<file path="src/rtl/memwb_stage.sv">
// memwb_stage: parametrised MEM/WB pipeline register with valid/ready handshake,
// flush, byte-offset load alignment, misalignment detection and a two-state FSM
// that parks a load until its data-memory response arrives.
//
// Optional feature: define MEMWB_FWD_EN to add the same-cycle forwarding outputs
// fwd_valid / fwd_rdn / fwd_rdd (combinational copies of next-edge rd_we/rdn/rdd).
//
// Ports:
//   clk, rstn          clock, asynchronous active-low reset
//   in_valid/in_ready  MEM-stage handshake (in_ready is combinational)
//   flush              kill the in-flight or incoming instruction
//   wbs                write-back select: 0 LB, 1 LH, 2 LW, 3 ALU, 4 LBU, 5 LHU
//   rdn_in, alu_out    destination register and ALU result
//   byte_off           load address low bits
//   mrd, mrd_valid     data-memory response
//   rdn, rdd, rd_we    registered register-file write port
//   misalign           one-cycle pulse when a misaligned load is suppressed
module memwb_stage #(
    parameter int unsigned WordSize    = 32,
    parameter int unsigned RegAddrBits = 5,
    parameter int unsigned OffBits     = $clog2(WordSize / 8)
) (
    input  logic                   clk,
    input  logic                   rstn,
    input  logic                   in_valid,
    output logic                   in_ready,
    input  logic                   flush,
    input  logic [2:0]             wbs,
    input  logic [RegAddrBits-1:0] rdn_in,
    input  logic [WordSize-1:0]    alu_out,
    input  logic [OffBits-1:0]     byte_off,
    input  logic [WordSize-1:0]    mrd,
    input  logic                   mrd_valid,
    output logic [RegAddrBits-1:0] rdn,
    output logic [WordSize-1:0]    rdd,
    output logic                   rd_we,
`ifdef MEMWB_FWD_EN
    output logic                   fwd_valid,
    output logic [RegAddrBits-1:0] fwd_rdn,
    output logic [WordSize-1:0]    fwd_rdd,
`endif
    output logic                   misalign
);

    localparam logic [2:0] WbsLb  = 3'd0;
    localparam logic [2:0] WbsLh  = 3'd1;
    localparam logic [2:0] WbsLw  = 3'd2;
    localparam logic [2:0] WbsAlu = 3'd3;
    localparam logic [2:0] WbsLbu = 3'd4;
    localparam logic [2:0] WbsLhu = 3'd5;

    typedef enum logic [0:0] {StIdle, StWait} state_e;

    state_e                 state_q, state_d;
    logic                   drop_q, drop_d;
    logic [2:0]             hold_wbs_q, hold_wbs_d;
    logic [RegAddrBits-1:0] hold_rdn_q, hold_rdn_d;
    logic [OffBits-1:0]     hold_off_q, hold_off_d;
    logic [RegAddrBits-1:0] rdn_q, rdn_d;
    logic [WordSize-1:0]    rdd_q, rdd_d;
    logic                   rd_we_q, rd_we_d;
    logic                   mis_q, mis_d;

    logic                   is_load;
    logic                   accept;
    logic                   retire;
    logic [2:0]             r_wbs;
    logic [RegAddrBits-1:0] r_rdn;
    logic [OffBits-1:0]     r_off;
    logic [15:0]            shifted16;
    logic [WordSize-1:0]    result;
    logic                   legal;
    logic                   mis;

    assign in_ready = (state_q == StIdle) && !drop_q;
    assign accept   = in_valid && in_ready && !flush;
    assign is_load  = (wbs == WbsLb) || (wbs == WbsLh) || (wbs == WbsLw) ||
                      (wbs == WbsLbu) || (wbs == WbsLhu);

    // Control: decide whether an instruction retires this cycle and which
    // fields (live inputs or held copies) describe it.
    always_comb begin
        state_d    = state_q;
        drop_d     = drop_q;
        hold_wbs_d = hold_wbs_q;
        hold_rdn_d = hold_rdn_q;
        hold_off_d = hold_off_q;
        retire     = 1'b0;
        r_wbs      = wbs;
        r_rdn      = rdn_in;
        r_off      = byte_off;
        unique case (state_q)
            StIdle: begin
                if (drop_q) begin
                    // Swallow the response of a flushed load.
                    if (mrd_valid) begin
                        drop_d = 1'b0;
                    end
                end else if (accept) begin
                    if (is_load && !mrd_valid) begin
                        state_d    = StWait;
                        hold_wbs_d = wbs;
                        hold_rdn_d = rdn_in;
                        hold_off_d = byte_off;
                    end else begin
                        retire = 1'b1;
                    end
                end
            end
            StWait: begin
                r_wbs = hold_wbs_q;
                r_rdn = hold_rdn_q;
                r_off = hold_off_q;
                if (flush) begin
                    // A response arriving with the flush is the one being killed.
                    state_d = StIdle;
                    drop_d  = !mrd_valid;
                end else if (mrd_valid) begin
                    state_d = StIdle;
                    retire  = 1'b1;
                end
            end
            default: state_d = StIdle;
        endcase
    end

    // Datapath: alignment, extension and misalignment for the retiring op.
    always_comb begin
        shifted16 = 16'(mrd >> {r_off, 3'b000});
        legal     = 1'b1;
        case (r_wbs)
            WbsLb:   result = {{(WordSize - 8){shifted16[7]}}, shifted16[7:0]};
            WbsLh:   result = {{(WordSize - 16){shifted16[15]}}, shifted16};
            WbsLw:   result = mrd;
            WbsAlu:  result = alu_out;
            WbsLbu:  result = {{(WordSize - 8){1'b0}}, shifted16[7:0]};
            WbsLhu:  result = {{(WordSize - 16){1'b0}}, shifted16};
            default: begin
                result = '0;
                legal  = 1'b0;
            end
        endcase
        mis = 1'b0;
        if (r_wbs == WbsLh || r_wbs == WbsLhu) begin
            mis = r_off[0] || (r_off == OffBits'(WordSize / 8 - 1));
        end else if (r_wbs == WbsLw) begin
            mis = (r_off != '0);
        end
    end

    // Next-edge write-port values; x0 keeps its data registered but never writes.
    always_comb begin
        rd_we_d = 1'b0;
        mis_d   = 1'b0;
        rdn_d   = rdn_q;
        rdd_d   = rdd_q;
        if (retire) begin
            if (mis) begin
                mis_d = 1'b1;
            end else begin
                rdn_d   = r_rdn;
                rdd_d   = result;
                rd_we_d = legal && (r_rdn != '0);
            end
        end
    end

    always_ff @(posedge clk or negedge rstn) begin
        if (!rstn) begin
            state_q    <= StIdle;
            drop_q     <= 1'b0;
            hold_wbs_q <= '0;
            hold_rdn_q <= '0;
            hold_off_q <= '0;
            rdn_q      <= '0;
            rdd_q      <= '0;
            rd_we_q    <= 1'b0;
            mis_q      <= 1'b0;
        end else begin
            state_q    <= state_d;
            drop_q     <= drop_d;
            hold_wbs_q <= hold_wbs_d;
            hold_rdn_q <= hold_rdn_d;
            hold_off_q <= hold_off_d;
            rdn_q      <= rdn_d;
            rdd_q      <= rdd_d;
            rd_we_q    <= rd_we_d;
            mis_q      <= mis_d;
        end
    end

    assign rdn      = rdn_q;
    assign rdd      = rdd_q;
    assign rd_we    = rd_we_q;
    assign misalign = mis_q;

`ifdef MEMWB_FWD_EN
    assign fwd_valid = rd_we_d;
    assign fwd_rdn   = rdn_d;
    assign fwd_rdd   = rdd_d;
`endif

endmodule

</file>
<file path="config.mk">
export PLATFORM = sky130hd
export DESIGN_NAME = memwb_stage
export DESIGN_NICKNAME = d
export VERILOG_FILES = /design/src/rtl/memwb_stage.sv
export SDC_FILE = /design/constraint.sdc
export NUM_CORES = 1
export LEC_CHECK = 0
export ABC_CLOCK_PERIOD_IN_PS = 2240
export BUFFER_PORTS_ARGS = -buffer_cell sky130_fd_sc_hd__buf_2
export CORE_AREA = 2 2 99 73
export DETAILED_ROUTE_END_ITERATION = 12
export DIE_AREA = 0 0 101 75
export HOLD_SLACK_MARGIN = 0.06
export PLACE_DENSITY = 0.76
export SLEW_MARGIN = 0
export SYNTH_ARGS = -nofsm -noshare
export SYNTH_HDL_FRONTEND = slang
export SYNTH_SLANG_ARGS = --single-unit
</file>
<file path="constraint.sdc">
create_clock -name clk -period 2.24 [get_ports clk]
set_input_delay 0.224 -clock clk [delete_from_list [all_inputs] [get_ports clk]]
set_output_delay 0.224 -clock clk [all_outputs]
set_load 0.01 [all_outputs]
</file>
==> Word level (Yosys, flattened, before mapping) <==
Index checks and enable logic that the tools add are counted.
{ "totals": {"ff_bits": 51, "latch_bits": 0, "mem_bits_rw": 0, "rom_bits": 0, "inputBits": 79, "out_inout_bits": 40, "word_cells": 71, "mem_count": 0} }
{ "op_classes": {"add_sub_neg": 0, "multipliers": 0, "n_div": 0, "order_cmp": 0, "eq_ne": 11, "shift": 1, "mux": 26, "n_bitwise": 3, "n_reduce_logical": 21} }
{ "ops": {"columns": ["op", "count"], "rows": [
  ["case mux 32 bit (6 select lines)", 1],
  ["right shift 32 x 5 -> 16 bit", 1],
  ["two-way mux 1 bit", 19],
  ["== test 3 bit, second input constant", 4],
  ["== test 3 x 2 -> 1 bit, second input constant", 3],
  ["== test 3 x 1 -> 1 bit, second input constant", 2],
  ["zero test 3 bit", 2],
  ["logical OR 1 bit", 6],
  ["case mux 1 bit (2 select lines)", 3],
  ["OR reduction 6 bit", 1],
  ["logical AND 1 bit", 5],
  ["two-way mux 5 bit", 1],
  ["nonzero test 5 bit", 1],
  ["AND reduction 4 bit", 1],
  ["zero test 1 bit", 3],
  ["two-way mux 3 bit", 1],
  ["NOT 1 bit", 3],
  ["== test 2 bit, second input constant", 1],
  ["two-way mux 2 bit", 1],
  ["inequality test 2 bit, second input constant", 1],
  ["AND reduction 2 bit", 1],
  ["nonzero test 2 bit", 1]
]} }

==> Depth between registers and ports, before layout <==
Gate-level depths: netlist (run 1).
{ "logic_depth": {"word_depth": 11, "depth_mapped": 9, "mapped_depth_nobuf": 6} }

==> Worst setup path before layout (run 1) <==
Ideal clock, no wire load.
{ "synth_timing": {"path_type": "register to register", "start": "register state_q", "end": "register rdd_q[18] (netlist: rdd[18])", "setup_time_ns": 0.126, "t_arrival_ns": 1.748, "required_ns": 2.114, "setup_slack_ns": 0.366, "path_stages_with_launch": 10, "n_path_buf": 3, "period_less_slack_ns": 1.874, "cell_sequence": "dfrtp_1 > buf_6 > mux2_4 > mux2i_1 > o2bb2ai_1 > and3_1 > buf_4 > buf_6 > nor3_2 > o21ai_2"} }
{ "synth_via": {"elab_chain_len": 8, "word_cells_on_any_way": 25, "cone_classes": "6 x eq/ne; 1 x shift; 8 x mux; 2 x bitwise; 8 x reduce/logical"} }
{ "synth_rtl": {"columns": ["item", "line_no", "rtl"], "rows": [
  ["start, declared", "54", "state_e state_q, state_d;"],
  ["start signal, assigned", "170", "state_q <= StIdle;"],
  ["start signal, assigned", "180", "state_q <= state_d;"],
  ["branches (longest 8 deep; another with right shift 32 x 5 -> 16 bit)", null, null],
  ["end signal, assigned", "186", "rdd_q <= rdd_d;"],
  ["end, declared", "60", "logic [WordSize-1:0] rdd_q, rdd_d;"]
]} }
Parallel ways; which one is timed is not known.
A chain may end at the register's enable or synchronous reset.

==> Worst setup path after layout (run 1) <==
{ "layout_timing": {"start": "register state_q", "end": "register rdd_q[28] (netlist: rdd[28])"} }
Same word-level chain as after synthesis.

==> metrics list, run 1 <==
* Worst Max-Slew Pin Slew: roughly 0.57 ns
* Critical path, cell by cell: buf_4 > mux2i_4 > nor2_4 > o2bb2ai_1 > and3_2 > buf_12 > nor3_1 > o21ai_1
- Placeable core area: 6570 µm²
* P&R area growth vs syn: 27.8%
* Status: completed
- Number of buffer and inverter instances along the worst setup path: 2
- In the final timing run, aggregate negative setup slack is 0 ns.
* Pin count of the biggest net entering global routing: 34
* DR vias: 3,077
* Highest routing layer actually used: met4
- Final-report hold violation count: 0
* Floorplan die area: 7580 µm²
- The cell family contributing the most delay on the critical path is simple AND/OR/NAND/NOR gates.
- Before CTS, the worst setup slack after placement is between 0.015 and 0.02 ns.
- Final setup skew: around 0.011 ns
- Floorplan die height: 75 µm
- Across the whole layout, storage elements account for 1280 µm².
- Classification of the worst setup path: reg -> reg
* Global placer's final weighted congestion: 0.944
- STA classifies the critical path endpoint as a flip-flop.
* Hold WS: 0.158 ns
- Antenna diode count: 0
- After detailed routing, the average wire length per cell comes to 18.3 µm.
* Nets in the synthesized netlist: 384
- CTS root buffer: sky130_fd_sc_hd__clkbuf_8
- Min Clock Period, post-route: 2.10 ns
- Once routing completed, OpenROAD measured the worst setup slack at 0.143 ns.
* Yosys reg bits: 51
* Count of different cell masters after synthesis: 45
- Main flop type after synthesis: sky130_fd_sc_hd__dfrtp_1
* Global route overflow: 0
- During I/O placement, the number of pins put on the boundary was 119.
- All-Layer GR Usage: 0.249
- Based on the critical path, the design can be clocked at up to 477 MHz.
- Of the cells placed in the final design, the portion with a size suffix greater than 1 is 0.492.
- The tightest min-delay check is of the in -> reg type.
- Quantity of I/O buffers inserted on ports: 118
* Number of nets in the final layout: 509
- For this configuration, the core starts out at a cell density of 0.488.
* Yosys warns: 0
* Routed length on met2: approximately 4200 µm
- The clock tree synthesis step divided the H-tree into 2 levels.
- Clock-pin slew was measured on the worst setup and hold paths at 0.09 ns.
* Total power after layout: 2.94 mW
- Total met3 wirelength after detailed routing: 997 µm
- The first detailed-routing pass ran for 5 iterations.
* Headroom to the max-slew limit: 0.620
* Leakage power total: between 1.5 and 2 nW
- Number of placement rows: 25
* Period utilisation layout: 0.936
- For the worst setup path, the data required time is roughly 2.4 ns.
- Number of failing setup endpoints in the final timing report: 0
- Mapped Avg Cell Area: 10.5 µm²
* CTS tree: yes
* Vias in the first global route: 2,833
* Final Slew Violations: 0
* Slowest Stage Delay on Critical Path: 0.46 ns
- Number of violations reported at the end of detailed-routing iteration 0: 250
- Power per standard cell area: 717 nW/µm²
- Post-synthesis sequential area ratio: 0.398
- Proportion of register bits with asynchronous set or reset after synthesis: 1.00
- Inserted Clock Buffers: 5
* Gate Count Post-Synth: about 310
* Final wirelength: 9390 µm
- Dividing the detail-routed via count by the number of cells gives 6.01.
* Number of DRC violations after detailed routing: 0
* Critical path arrival: 2.29 ns
* Post-synthesis instance area: 3210 µm²
* Count of antenna-violating nets left after detailed routing: 0
- Peak fanout along the critical path: 12
- Setup repair after global routing left no endpoint under its margin.
- At the end of the flow the core is filled with cells to 0.624.
- For this block, wires on met1 add up to 4100 µm.
- Across the run, the number of max-cap violations was 0.
- Number of enable-type register cells in the synthesized netlist: 0
* Detail Placement HPWL: 7150 µm
- The layout has 585 filler cells.
* Number of antenna violations at the first check in global routing: 0
- Clock latency on the worst-skew pair, taken at its later pin, is 0.31 ns.
- On the critical path, the stage with the largest delay is an instance of sky130_fd_sc_hd__dfrtp_2.
- In the final layout, the multi-input gates occupy 1770 µm².
- The first global-routing pass estimated 14,400 µm of wire.
* Startpoint Class: flip-flop
* Longest Clk Path Bufs: 2
- The clock drives 51 sinks.
- Die outline width: around 100 µm
- IR analysis of the VDD net gives a maximum drop of 0.320 mV.
[state kept, by name (all words and copies together), names as in the netlist]
signal	count
rdd	32
misalign	1
rdn	5
state_q	1
hold_off_q	2
hold_wbs_q	3
rd_we	1
drop_q	1
hold_rdn_q	5
[repair_timing]
action                                  in CTS  in global routing
hold buffers                                 1                  0
pin swaps                                    0                  0
resized for setup                            1                  1
endpoints found under the setup margin       2                  6
setup buffers                                0                  3
endpoints found under the hold margin       23                  0
[cells in the mapped netlist, types with 2 or more instances]
cell	n	share of area
sky130_fd_sc_hd__nor3_1	5	0.0078
sky130_fd_sc_hd__o21ai_0	11	0.017
sky130_fd_sc_hd__o21ai_1	20	0.031
sky130_fd_sc_hd__a21oi_1	3	0.0047
sky130_fd_sc_hd__mux4_2	7	0.049
sky130_fd_sc_hd__inv_1	3	0.0035
sky130_fd_sc_hd__a21oi_4	2	0.010
sky130_fd_sc_hd__buf_2	11	0.017
sky130_fd_sc_hd__a211oi_1	9	0.021
sky130_fd_sc_hd__a22o_1	24	0.066
sky130_fd_sc_hd__dfrtp_1	51	0.40
sky130_fd_sc_hd__buf_6	5	0.018
sky130_fd_sc_hd__nand2b_1	2	0.0039
sky130_fd_sc_hd__o211ai_1	2	0.0047
sky130_fd_sc_hd__nand2_1	50	0.059
sky130_fd_sc_hd__clkbuf_1	6	0.0070
sky130_fd_sc_hd__a222oi_1	8	0.025
sky130_fd_sc_hd__mux2i_4	2	0.014
sky130_fd_sc_hd__nor2_1	5	0.0059
sky130_fd_sc_hd__mux2i_1	15	0.047
sky130_fd_sc_hd__mux2_2	11	0.039
sky130_fd_sc_hd__nor3_2	13	0.041
sky130_fd_sc_hd__o21ai_2	18	0.049
[through the flow]
stage	cells	cell area [µm²]
finish	512	4100
global route	512	4100
CTS	509	4060
detailed placement	500	3930
global placement	500	3930
floorplan	305	3210
[cell usage in the layout, fill, tap and decap left out, drive strengths merged, types with 2 or more instances in the layout]
master,n
mux4,7
mux2,12
nand2b,2
a21oi,6
buf,141
nor2,6
a211oi,9
nor3,18
a22oi,2
a222oi,8
mux2i,17
nand2,51
a22o,24
inv,4
dfrtp,51
o21ai,49
o211ai,2
clkbuf,6
[kinds of logic (layout without fill, tap and decap cells)]
group / count (synthesis) / count (layout) / synth area share
AO/OA/AOI/OAI: 107 / 107 / 0.258
buffers and inverters: 27 / 153 / 0.0523
flip-flops: 51 / 51 / 0.398
multiplexers: 36 / 36 / 0.153
AND/OR/NAND/NOR: 84 / 84 / 0.138
[area by class of cell]
class | count | area share
Multi-Input combinational cell | 227 | 0.431
Sequential cell | 51 | 0.312
Timing Repair Buffer | 142 | 0.201
Tap cell | 81 | 0.0247
Clock buffer | 6 | 0.0201
Clock inverter | 2 | 0.00946
Inverter | 3 | 0.00275
[worst paths after layout]
| check | from | to | slack [ns] | depth (start not counted) |
|---|---|---|---|---|
| worst max-delay path | state_q | rdd[28] | 0.14 | 8 |
| worst min-delay path | mrd_valid | drop_q | 0.16 | 2 |
| worst max register to register | state_q | rdd[28] | 0.14 | 8 |
| worst min register to register | rdd[19] | rdd[19] | 0.48 | 2 |
| max in group asynchronous | rstn | rdd[20] | 1.16 | 3 |
| min in group asynchronous | rstn | rdd[8] | 0.44 | 2 |
[power breakdown]
| group | switching [mW] | leakage [nW] | internal (mW) | total [mW] |
|---|---|---|---|---|
| combinational | 0.531 | 1.23 | 0.459 | 0.991 |
| sequential | 0.133 | 0.662 | 1.13 | 1.26 |
| clock | 0.322 | 0.0618 | 0.368 | 0.690 |
[layer usage]
| metal | up-vias | track usage |
|---|---|---|
| met5 | - | 0 |
| met4 | 0 | 0.0480 |
| met3 | 23 | 0.0464 |
| met2 | 189 | 0.393 |
| met1 | 1451 | 0.366 |
| li1 | 1414 | - |
Note: power is estimated with default switching activity, not from simulation.
==> run 2, diff against run 1 <==
--- a/config.mk
+++ b/config.mk
@@ -7,9 +7,10 @@
 export LEC_CHECK = 0
 export ABC_CLOCK_PERIOD_IN_PS = 2240
 export BUFFER_PORTS_ARGS = -buffer_cell sky130_fd_sc_hd__buf_2
-export CORE_AREA = 2 2 99 73
+export CORE_AREA = 2 2 84 86
+export CTS_BUF_LIST = sky130_fd_sc_hd__clkbuf_16
 export DETAILED_ROUTE_END_ITERATION = 12
-export DIE_AREA = 0 0 101 75
+export DIE_AREA = 0 0 86 88
 export HOLD_SLACK_MARGIN = 0.06
 export PLACE_DENSITY = 0.76
 export SLEW_MARGIN = 0
==> run 2 against run 1 <==
Total power grew 6.3%. Cell area is essentially flat. Die area is essentially flat. Sequential power is essentially flat. Largest cell class unchanged. Non-clock buffer count shrank 6. Critical path depth is the same. Utilization shrank 0.74 points. Cell count shrank 1.4%. Hold slack gained 0.022 ns. Critical path type unchanged. Worst setup slack lost 0.0091 ns. Fmax shrank 0.43%. Global-route usage grew 1.2 points.
==> metrics list, run 2 (same netlist as run 1, synthesis figures left out) <==
- The run finished with clean final reports.
- STA classifies the critical path startpoint as a flip-flop.
- Max FFs per register: 32
- Most used cell along the critical path: sky130_fd_sc_hd__buf_4
* Number of levels in the clock H-tree: 2
- Counting I/O delays and the setup requirement, the final critical path takes 2.11 ns.
- Hold timing on the final database bottoms out at a slack of 0.181 ns.
- Global placer's final weighted congestion: 0.826
- The first global-routing pass estimated 15,300 µm of wire.
- Post-detailed-route wirelength per cell: between 15 and 20 µm
- Setup violations remaining at the end of the flow were counted as 0.
* Clock slew at reported path FFs: 0.07 ns
* RR Endpoint: rdd[24]
- The most critical setup path has its endpoint at rdd[24].
- With fillers left out, the area of the finished cells amounts to 4100 µm².
- In the layout the commonest cells are 118 x sky130_fd_sc_hd__buf_2, 51 x sky130_fd_sc_hd__dfrtp_1, 50 x sky130_fd_sc_hd__nand2_1, 24 x sky130_fd_sc_hd__a22o_1, 20 x sky130_fd_sc_hd__o21ai_1.
- P&R area growth vs syn: 27.7%
* RR Startpoint: state_q
- In the final layout, the share of cells above drive strength 1 is 0.478.
- The die is 86 µm wide.
* Fmax achieved: 475 MHz
- Slowest CP cell: sky130_fd_sc_hd__dfrtp_1
- Buffers inserted during clock tree synthesis total 5.
- Slowest Stage Delay on Critical Path: 0.42 ns
- Origin of the worst setup path: state_q
- Accumulated negative setup slack: 0 ns
* Clock tree sinks: 51
- Vias in the first global route: 2,990
- Across the routed clock network, the largest skew measured is 0.00528 ns.
- Buffers placed on the I/O ports in this run total ~120.
- After detailed placement, the total cell area comes to 3920 µm².
* Count of antenna-violating nets left after detailed routing: 0
* Classification of the worst setup path: reg -> reg
- Antenna diode count: 0
- For the worst flop-to-flop path, the logic depth is 8.
- Among cell families on the critical path, the largest total delay comes from buffers and inverters.
- In this run, the number of DRC markers left after iteration 0 of detailed routing was 251.
* Number of nets in the final layout: 503
* CP Depth: 8
- Number of buffer and inverter instances along the worst setup path: 2
- Floorplan die area: 7570 µm²
* CTS tree: yes
- Dividing the detail-routed via count by the number of cells gives 6.01.
* DR vias: 3,036
- From bottom edge to top edge, the die measures slightly below 90 µm.
- The initial utilization of the core area, before any placement, comes to 0.483.
- Across every metal layer, demand over resource in global routing totals 0.261.
* Headroom to the max-slew limit: 0.558
* Leakage power total: just under 2 nW
- Place WS: 0.171 ns
- Unrepaired setup endpoints after global routing: no
* Global route overflow: 0
* Longest Clk Path Bufs: 2
- For this design the top-level I/O count stands at 119.
- Post-CTS repair changed the size of 0 cells.
* Final Slew Violations: 0
- Pin count of the biggest net entering global routing: 43
- Data on the critical path is required at its endpoint by 2.47 ns.
- Minimum setup slack in the final design: 0.134 ns
- CTS root buffer: sky130_fd_sc_hd__clkbuf_16
- First drt pass iteration count: 6
* Final wirelength: around 9500 µm
- Number of DRC violations after detailed routing: 0
- Detail Placement HPWL: about 7000 µm
* Reg2Reg Setup Slack: 0.13 ns
* Worst VDD drop: 0.384 mV
* Period utilisation layout: 0.940
- Latest clock arrival within the worst-skew pair: a little under 0.3 ns
* Critical path, cell by cell: buf_4 > mux2i_1 > nand2b_1 > a21oi_2 > buf_4 > a22o_1 > nor3_2 > o21ai_2
- Most common cell after layout, fill and taps aside: sky130_fd_sc_hd__buf_2
- Across the run, the number of max-cap violations was 0.
- Data on the critical path arrives at its endpoint at 2.33 ns.
- In this run the worst hold path is classified as in -> reg.
- At the pin with the least slew margin, the transition time is 0.662 ns.
- Critical Path Sink Type: flip-flop
- In this run the worst path has a maximum fanout of 32.
* Final-report hold violation count: 0
* Power per standard cell area: 762 nW/µm²
- Number of placement rows: 30
- Number of antenna violations at the first check in global routing: 1
- The core region is 6640 µm².
[run 2: final cells by class]
cell class	instances	area [µm²]
fill	572	2550
multi-input combinational	227	1760
sequential	51	1280
timing repair buffer	136	778
clock buffer	5	125
tap	80	100
clock inverter	3	42.5
inverter	3	11.3
[run 2: routing by layer]
layer,vias to the layer above,share of wire,GRT usage
met5,-,0.0014,0
met4,2,0.021,0.0736
met3,20,0.079,0.0622
met2,142,0.50,0.445
met1,1477,0.40,0.332
li1,1395,-,-
[run 2: how the worst min path moves through the flow]
stage	startpoint	endpoint	cells past startpoint
floorplan	rstn	drop_q	0
global placement	rstn	rdd[18]	1
detailed placement	rstn	rdd[18]	1
CTS	mrd_valid	drop_q	2
global route	mrd_valid	drop_q	2
finish	mrd_valid	drop_q	2
[run 2: power by group]
group          total (mW)  switching (mW)  internal [mW]
Combinational       0.982           0.529          0.453
Sequential           1.26           0.133           1.13
Clock               0.881           0.353          0.528
Total                3.12            1.02           2.11
[run 2: through the flow]
| stage | cells | utilization | power (mW) |
|---|---|---|---|
| 2_1_floorplan | 305 | - | 1.84 |
| 3_3_place_gp | 496 | 0.590 | 2.22 |
| 3_5_place_dp | 496 | 0.590 | 2.26 |
| 4_1_cts | 505 | 0.617 | 3.14 |
| 5_1_grt | 505 | 0.617 | 3.30 |
| 6_report | 505 | 0.617 | 3.12 |
[run 2: timing repair]
action	4_1_cts	5_1_grt
buffers inserted	0	0
hold endpoints to repair	27	0
hold buffers	1	0
